--- src/rtl/word_serializer.sv ---
// Packs a byte stream into WORD_BYTES-wide words and shifts each word out MSB-first on ser_out.
// Define WORD_SERIALIZER_PARITY_EN to append an even-parity bit to every frame.
module word_serializer #(
  parameter int unsigned WORD_BYTES = 4,
  parameter int unsigned GAP_CYCLES = 0,
  parameter bit          IDLE_LEVEL = 1'b0
) (
  input  logic       clk,
  input  logic       rst,
  input  logic [7:0] in_data,
  input  logic       in_valid,
  output logic       in_ready,
  output logic       ser_out,
  output logic       ser_frame,
  output logic       ser_last,
  output logic       busy,
  output logic [7:0] words_sent
);

  localparam int unsigned W = 8 * WORD_BYTES;
`ifdef WORD_SERIALIZER_PARITY_EN
  localparam int unsigned FW = W + 1;
`else
  localparam int unsigned FW = W;
`endif
  localparam int unsigned BCW = $clog2(FW);
  localparam int unsigned CW  = (WORD_BYTES > 1) ? $clog2(WORD_BYTES) : 1;

  typedef enum logic [1:0] {StIdle, StShift, StGap} state_e;

  state_e          state_q;
  logic [CW-1:0]   byte_cnt_q;
  logic [W-1:0]    hold_word_q;
  logic            hold_full_q;
  logic [FW-1:0]   shift_q;
  logic [BCW-1:0]  bit_cnt_q;
  logic [7:0]      gap_cnt_q;

  logic            accept;
  logic            frame_end;
  logic            start;
  logic [FW-1:0]   load_word;

  always_comb begin
    accept    = in_valid && !hold_full_q;
    frame_end = (state_q == StShift) && (bit_cnt_q == '0);
    // A held word may launch from IDLE, at the end of a gap, or straight after a frame when
    // no gap is configured.
    start     = hold_full_q && ((state_q == StIdle) ||
                                ((state_q == StGap) && (gap_cnt_q == '0)) ||
                                (frame_end && (GAP_CYCLES == 0)));
`ifdef WORD_SERIALIZER_PARITY_EN
    load_word = {hold_word_q, ^hold_word_q};
`else
    load_word = hold_word_q;
`endif
  end

  assign in_ready = !hold_full_q;
  assign busy     = (state_q != StIdle) || hold_full_q;

  always_ff @(posedge clk) begin
    if (rst) begin
      state_q     <= StIdle;
      byte_cnt_q  <= '0;
      hold_word_q <= '0;
      hold_full_q <= 1'b0;
      shift_q     <= '0;
      bit_cnt_q   <= '0;
      gap_cnt_q   <= '0;
      ser_out     <= IDLE_LEVEL;
      ser_frame   <= 1'b0;
      ser_last    <= 1'b0;
      words_sent  <= '0;
    end else begin
      if (accept) begin
        hold_word_q <= (hold_word_q << 8) | W'(in_data);
        if (byte_cnt_q == CW'(WORD_BYTES - 1)) begin
          hold_full_q <= 1'b1;
          byte_cnt_q  <= '0;
        end else begin
          byte_cnt_q <= byte_cnt_q + 1'b1;
        end
      end

      if (frame_end) begin
        words_sent <= words_sent + 8'd1;
      end

      if (start) begin
        // shift_q always holds the bits still to be presented, next one at the MSB.
        hold_full_q <= 1'b0;
        state_q     <= StShift;
        shift_q     <= load_word << 1;
        ser_out     <= load_word[FW-1];
        ser_frame   <= 1'b1;
        ser_last    <= 1'b0;
        bit_cnt_q   <= BCW'(FW - 1);
      end else begin
        unique case (state_q)
          StShift: begin
            if (!frame_end) begin
              shift_q   <= shift_q << 1;
              ser_out   <= shift_q[FW-1];
              ser_last  <= (bit_cnt_q == BCW'(1));
              bit_cnt_q <= bit_cnt_q - 1'b1;
            end else begin
              ser_out   <= IDLE_LEVEL;
              ser_frame <= 1'b0;
              ser_last  <= 1'b0;
              if (GAP_CYCLES > 0) begin
                state_q   <= StGap;
                gap_cnt_q <= 8'(GAP_CYCLES - 1);
              end else begin
                state_q <= StIdle;
              end
            end
          end
          StGap: begin
            if (gap_cnt_q != '0) begin
              gap_cnt_q <= gap_cnt_q - 1'b1;
            end else begin
              state_q <= StIdle;
            end
          end
          default: ;
        endcase
      end
    end
  end

endmodule

--- config.mk ---
export PLATFORM = sky130hd
export DESIGN_NAME = word_serializer
export DESIGN_NICKNAME = d
export VERILOG_FILES = /design/src/rtl/word_serializer.sv
export SDC_FILE = /design/constraint.sdc
export NUM_CORES = 1
export LEC_CHECK = 0
export BUFFER_PORTS_ARGS = -buffer_cell sky130_fd_sc_hd__buf_4
export CAP_MARGIN = 40
export CORE_ASPECT_RATIO = 1.1
export CORE_MARGIN = 2
export CORE_UTILIZATION = 45
export DETAILED_ROUTE_END_ITERATION = 7
export GPL_TIMING_DRIVEN = 0
export PLACE_DENSITY = 0.62
export SYNTH_ARGS = -nofsm -noshare
export SYNTH_HDL_FRONTEND = slang
export SYNTH_SLANG_ARGS = --single-unit
export TNS_END_PERCENT = 100
--- constraint.sdc ---
create_clock -name clk -period 2.1 [get_ports clk]
set_input_delay 0.42 -clock clk [delete_from_list [all_inputs] [get_ports clk]]
set_output_delay 0.42 -clock clk [all_outputs]
set_load 0.05 [all_outputs]
==> reports/summary.md <==
The synthesized design spends more area on one cell type than any other, namely dfxtp_1. Number of rows in the core area: 33. Effective utilization at floorplan: 0.470. The clock-pin slew on the worst setup and hold paths was 90 ps; the fraction of post-synthesis cell area in the top cell type by area was 0.465. The clock latency reported for the late side of the worst-skew pair is 350 ps. Synthesis produced a netlist whose cell count is 427.

The endpoint identified for the worst register-to-register timing path is shift_q[4]. Setup repair after global routing could not meet its margin everywhere. The final global-route overflow total was 0; the met1 usage in global routing was 0.320. The met2 routing resource usage after global routing is 0.340. The run gives 0 as the post-CTS repair timing setup buffer count. The tools report the reported net switching power as 699 µW.

STA classifies the critical path endpoint as a primary output. After synthesis the cells add up to 3530 µm². In this run the critical register-to-register path is launched from bit_cnt_q[1]. For this run, the number of Yosys warnings is 0.

For the sequential element share of the synthesized area, the log shows 0.465. The number of top-level design ports came out at 24. In this run the vertical extent of the chip is 96.9 µm.

In the synthesized netlist, the cells that appear most often are 82 x dfxtp_1, 68 x nand2_1, 63 x nor3_1. The via total after detailed routing is 3256. Hold repair after CTS inserted 0 buffers. The switching portion of total power was 0.232; the floorplan die area was 8570 µm². The number of nets in the layout came out at 475. For the number of remaining DRC errors, the log shows 0. The proportion of layout cells with a drive suffix above 1 works out to 0.125. The start point of the worst min-delay path is in_data[0]. STA puts the critical path data arrival time at 1580 ps.

By instance count, the leading cell after synthesis is dfxtp_1. In the synthesized netlist the dominant register cell turns out to be dfxtp_1. The final clock period utilization by the worst path is 0.951. For this block, the routed nets add up to 9150 µm of wire.

The global-route wire length before repair was 15300 µm. The worst setup path is of the flop to primary output kind. In this run, placement finished with an instance count of 555.

In this run, CTS created clock tree buffers numbering 9. No sink is reached through more buffers than the 2 on the longest clock path. The region available for standard cell placement spans 7510 µm². The area of all sequential standard cells is 1640 µm². The count of different cell masters after synthesis was 34; the number of clock sinks seen by CTS was 82. For the finished layout, the period the worst path requires is 2000 ps. After legalization and detailed placement, the total HPWL measured 6400 µm. Counting the fill cells in the layout gives 749. For the worst setup path, the data required time is 1680 ps. Adding up every negative setup slack in the final design gives 0 ps. When the netlist entered floorplanning its net count stood at 443. The number of resized instances in the post-cts repair step is 6, and the total internal power is 2.32 mW. After detailed routing, the average wire length per cell comes to 16.1 µm. At the end of routability-driven placement, the weighted congestion stood at 0.837. STA classifies the critical path startpoint as a flop. Measured in cells, the most critical reg-to-reg path has a length of 7. For hold timing, the worst endpoint is hold_word_q[0]. For the combinational share of power, the log shows 0.051. The max-slew violation count is 0. The logs give 0.574 for the relative slew slack and 501 MHz for the highest clock frequency the design can meet.

The number of antenna diodes in the final layout is 0. Dividing total power by cell area gives a power density of 738 nW/µm². Along the worst path, the maximum fanout reaches 10. The final hold violation count is 0, and the count of flip-flops with a built-in enable after synthesis is 0. The run gives 5 as the total iterations of the first detailed-routing run.

Each instance of the synthesized netlist takes up on average 8.27 µm². The clock power share came out at 0.420. The run finished with clean final reports. For flop-to-flop paths, the worst setup slack is 110 ps. Port buffering added 23 buffers. At the pin with the least slew margin, the transition time is 640 ps.

The worst clock skew on the final layout is 8.95 ps, and the async set-reset flop share out of synthesis is 0. The worst-case IR drop observed on VDD is 0.418 mV. The via count normalized by instance count is 5.73, and the total global routing track utilization is 0.224. By area the synthesized netlist is led by dfxtp_1 46%, nor3_1 8.9%, a221oi_1 7.7%.

The run gives 0.545 as the share of the core filled with cells in the final layout. TritonCTS built the clock tree. The worst hold path was traced through 3 stages. The detail route stage leaves a number of antenna-violating nets equal to 0. The final-report setup violation count is 0, and the worst hold slack is 308 ps. Summed over all cells, the static leakage comes to 1.45 nW.

Compared with the post-synthesis result, the final layout area differs by 15.9%. The die is 88.5 µm wide. The global routing stage identified its most utilized layer as met2.

The cell sitting at the root of the clock tree is a clkbuf_8. After layout, the design draws a total of 3.02 mW. Entering global routing, the biggest net connects 17 pins. For the max-capacitance violation count, the log shows 0. The run gives 3 as the maximum level of the CTS H-tree. The share of power burned in registers is 0.528. The path category of the worst min-delay check was primary input to flop.

The filler-free cell count of the finished design is 568, and the number of violations reported at the end of detailed-routing iteration 0 is 221. Counting flops and latches in the post-synthesis netlist gives 82. The via count of the first global-routing pass is 2968. The logs give 0.0410 for the global-route met3 utilization and 0 for the initial antenna violation count.

In the final layout, the multi-input gates occupy 1720 µm².
-- area by class of cell --
type                    count  share of cell area
plain buffers              41              0.0446
flip-flops and latches     82               0.401
multi-input cells         295               0.420
inverters                   7             0.00642
well taps                 105              0.0321
clock buffers              11              0.0345
repair buffers             23              0.0422
clock inverters             4              0.0186
-- critical path: stages (launching register included) --
cell,delay [ps]
dfxtp_2,420
clkbuf_2,260
clkbuf_4,260
inv_1,80
buf_4,190
-- sequential cells by signal, indices dropped and copies added, names as in the netlist --
name,flops
ser_out,1
bit_cnt_q,5
shift_q,31
hold_full_q,1
state_q,1
words_sent,8
ser_last,1
hold_word_q,32
byte_cnt_q,2
-- per-stage QoR --
step           setup slack, ps  area (µm²)
2_1_floorplan             79.0        3530
3_3_place_gp              -114        3840
3_5_place_dp              -142        3840
4_1_cts                   51.7        4060
5_1_grt                  -11.3        4090
6_report                   103        4090
-- power by group through the flow --
stage / Sequential (mW) / Clock, mW / Combinational [mW]
2_1_floorplan: 1.62 / 0 / 0.0983
3_3_place_gp: 1.63 / 0 / 0.151
3_5_place_dp: 1.63 / 0 / 0.153
4_1_cts: 1.60 / 1.29 / 0.154
5_1_grt: 1.60 / 1.36 / 0.172
6_report: 1.60 / 1.27 / 0.156
-- kinds of logic after synthesis --
family,after synthesis,share of synthesized area
AO/OA/AOI/OAI,93,0.176
adder cells (fa/ha/maj),5,0.0177
buffers and inverters,50,0.0595
flip-flops,82,0.465
multiplexers,3,0.00886
AND/OR/NAND/NOR,194,0.273
-- cells in the final DEF (no fill, tap or decap), drive strengths merged --
cell type and n:
bufinv 2, or3 3, a31o 1, o21ai 4, nor2b 32, nand3 4
nor3 63, nor4 2, a221oi 31, inv 6, and3 1, o31ai 3
mux2i 2, nand2 68, a41o 1, nor4b 2, a21oi 44, clkinv 2
mux2 1, nand4 4, nor2 9, or4 3, a211oi 6, clkbuf 41
dfxtp 82, a32oi 2, buf 34, clkinvlp 1, ha 5, nand2b 1
o211ai 1, or4b 2
-- how the worst max path moves through the flow --
stage	endpoint	cells past startpoint	from
after floorplan	words_sent[5]	4	state_q[0]
after global placement	shift_q[4]	6	bit_cnt_q[0]
after detailed placement	shift_q[4]	6	bit_cnt_q[0]
after CTS	shift_q[9]	7	bit_cnt_q[0]
after global routing	shift_q[4]	7	bit_cnt_q[1]
final	in_ready	4	hold_full_q
-- metal layers --
layer	up-vias	part of all wire	wire [µm]
met5	-	0	0
met3	13	0.038	347
li1	1598	-	-
met1	1562	0.46	4230
met4	0	0.019	170
met2	83	0.48	4400
Power figures use the tool's default switching activity.
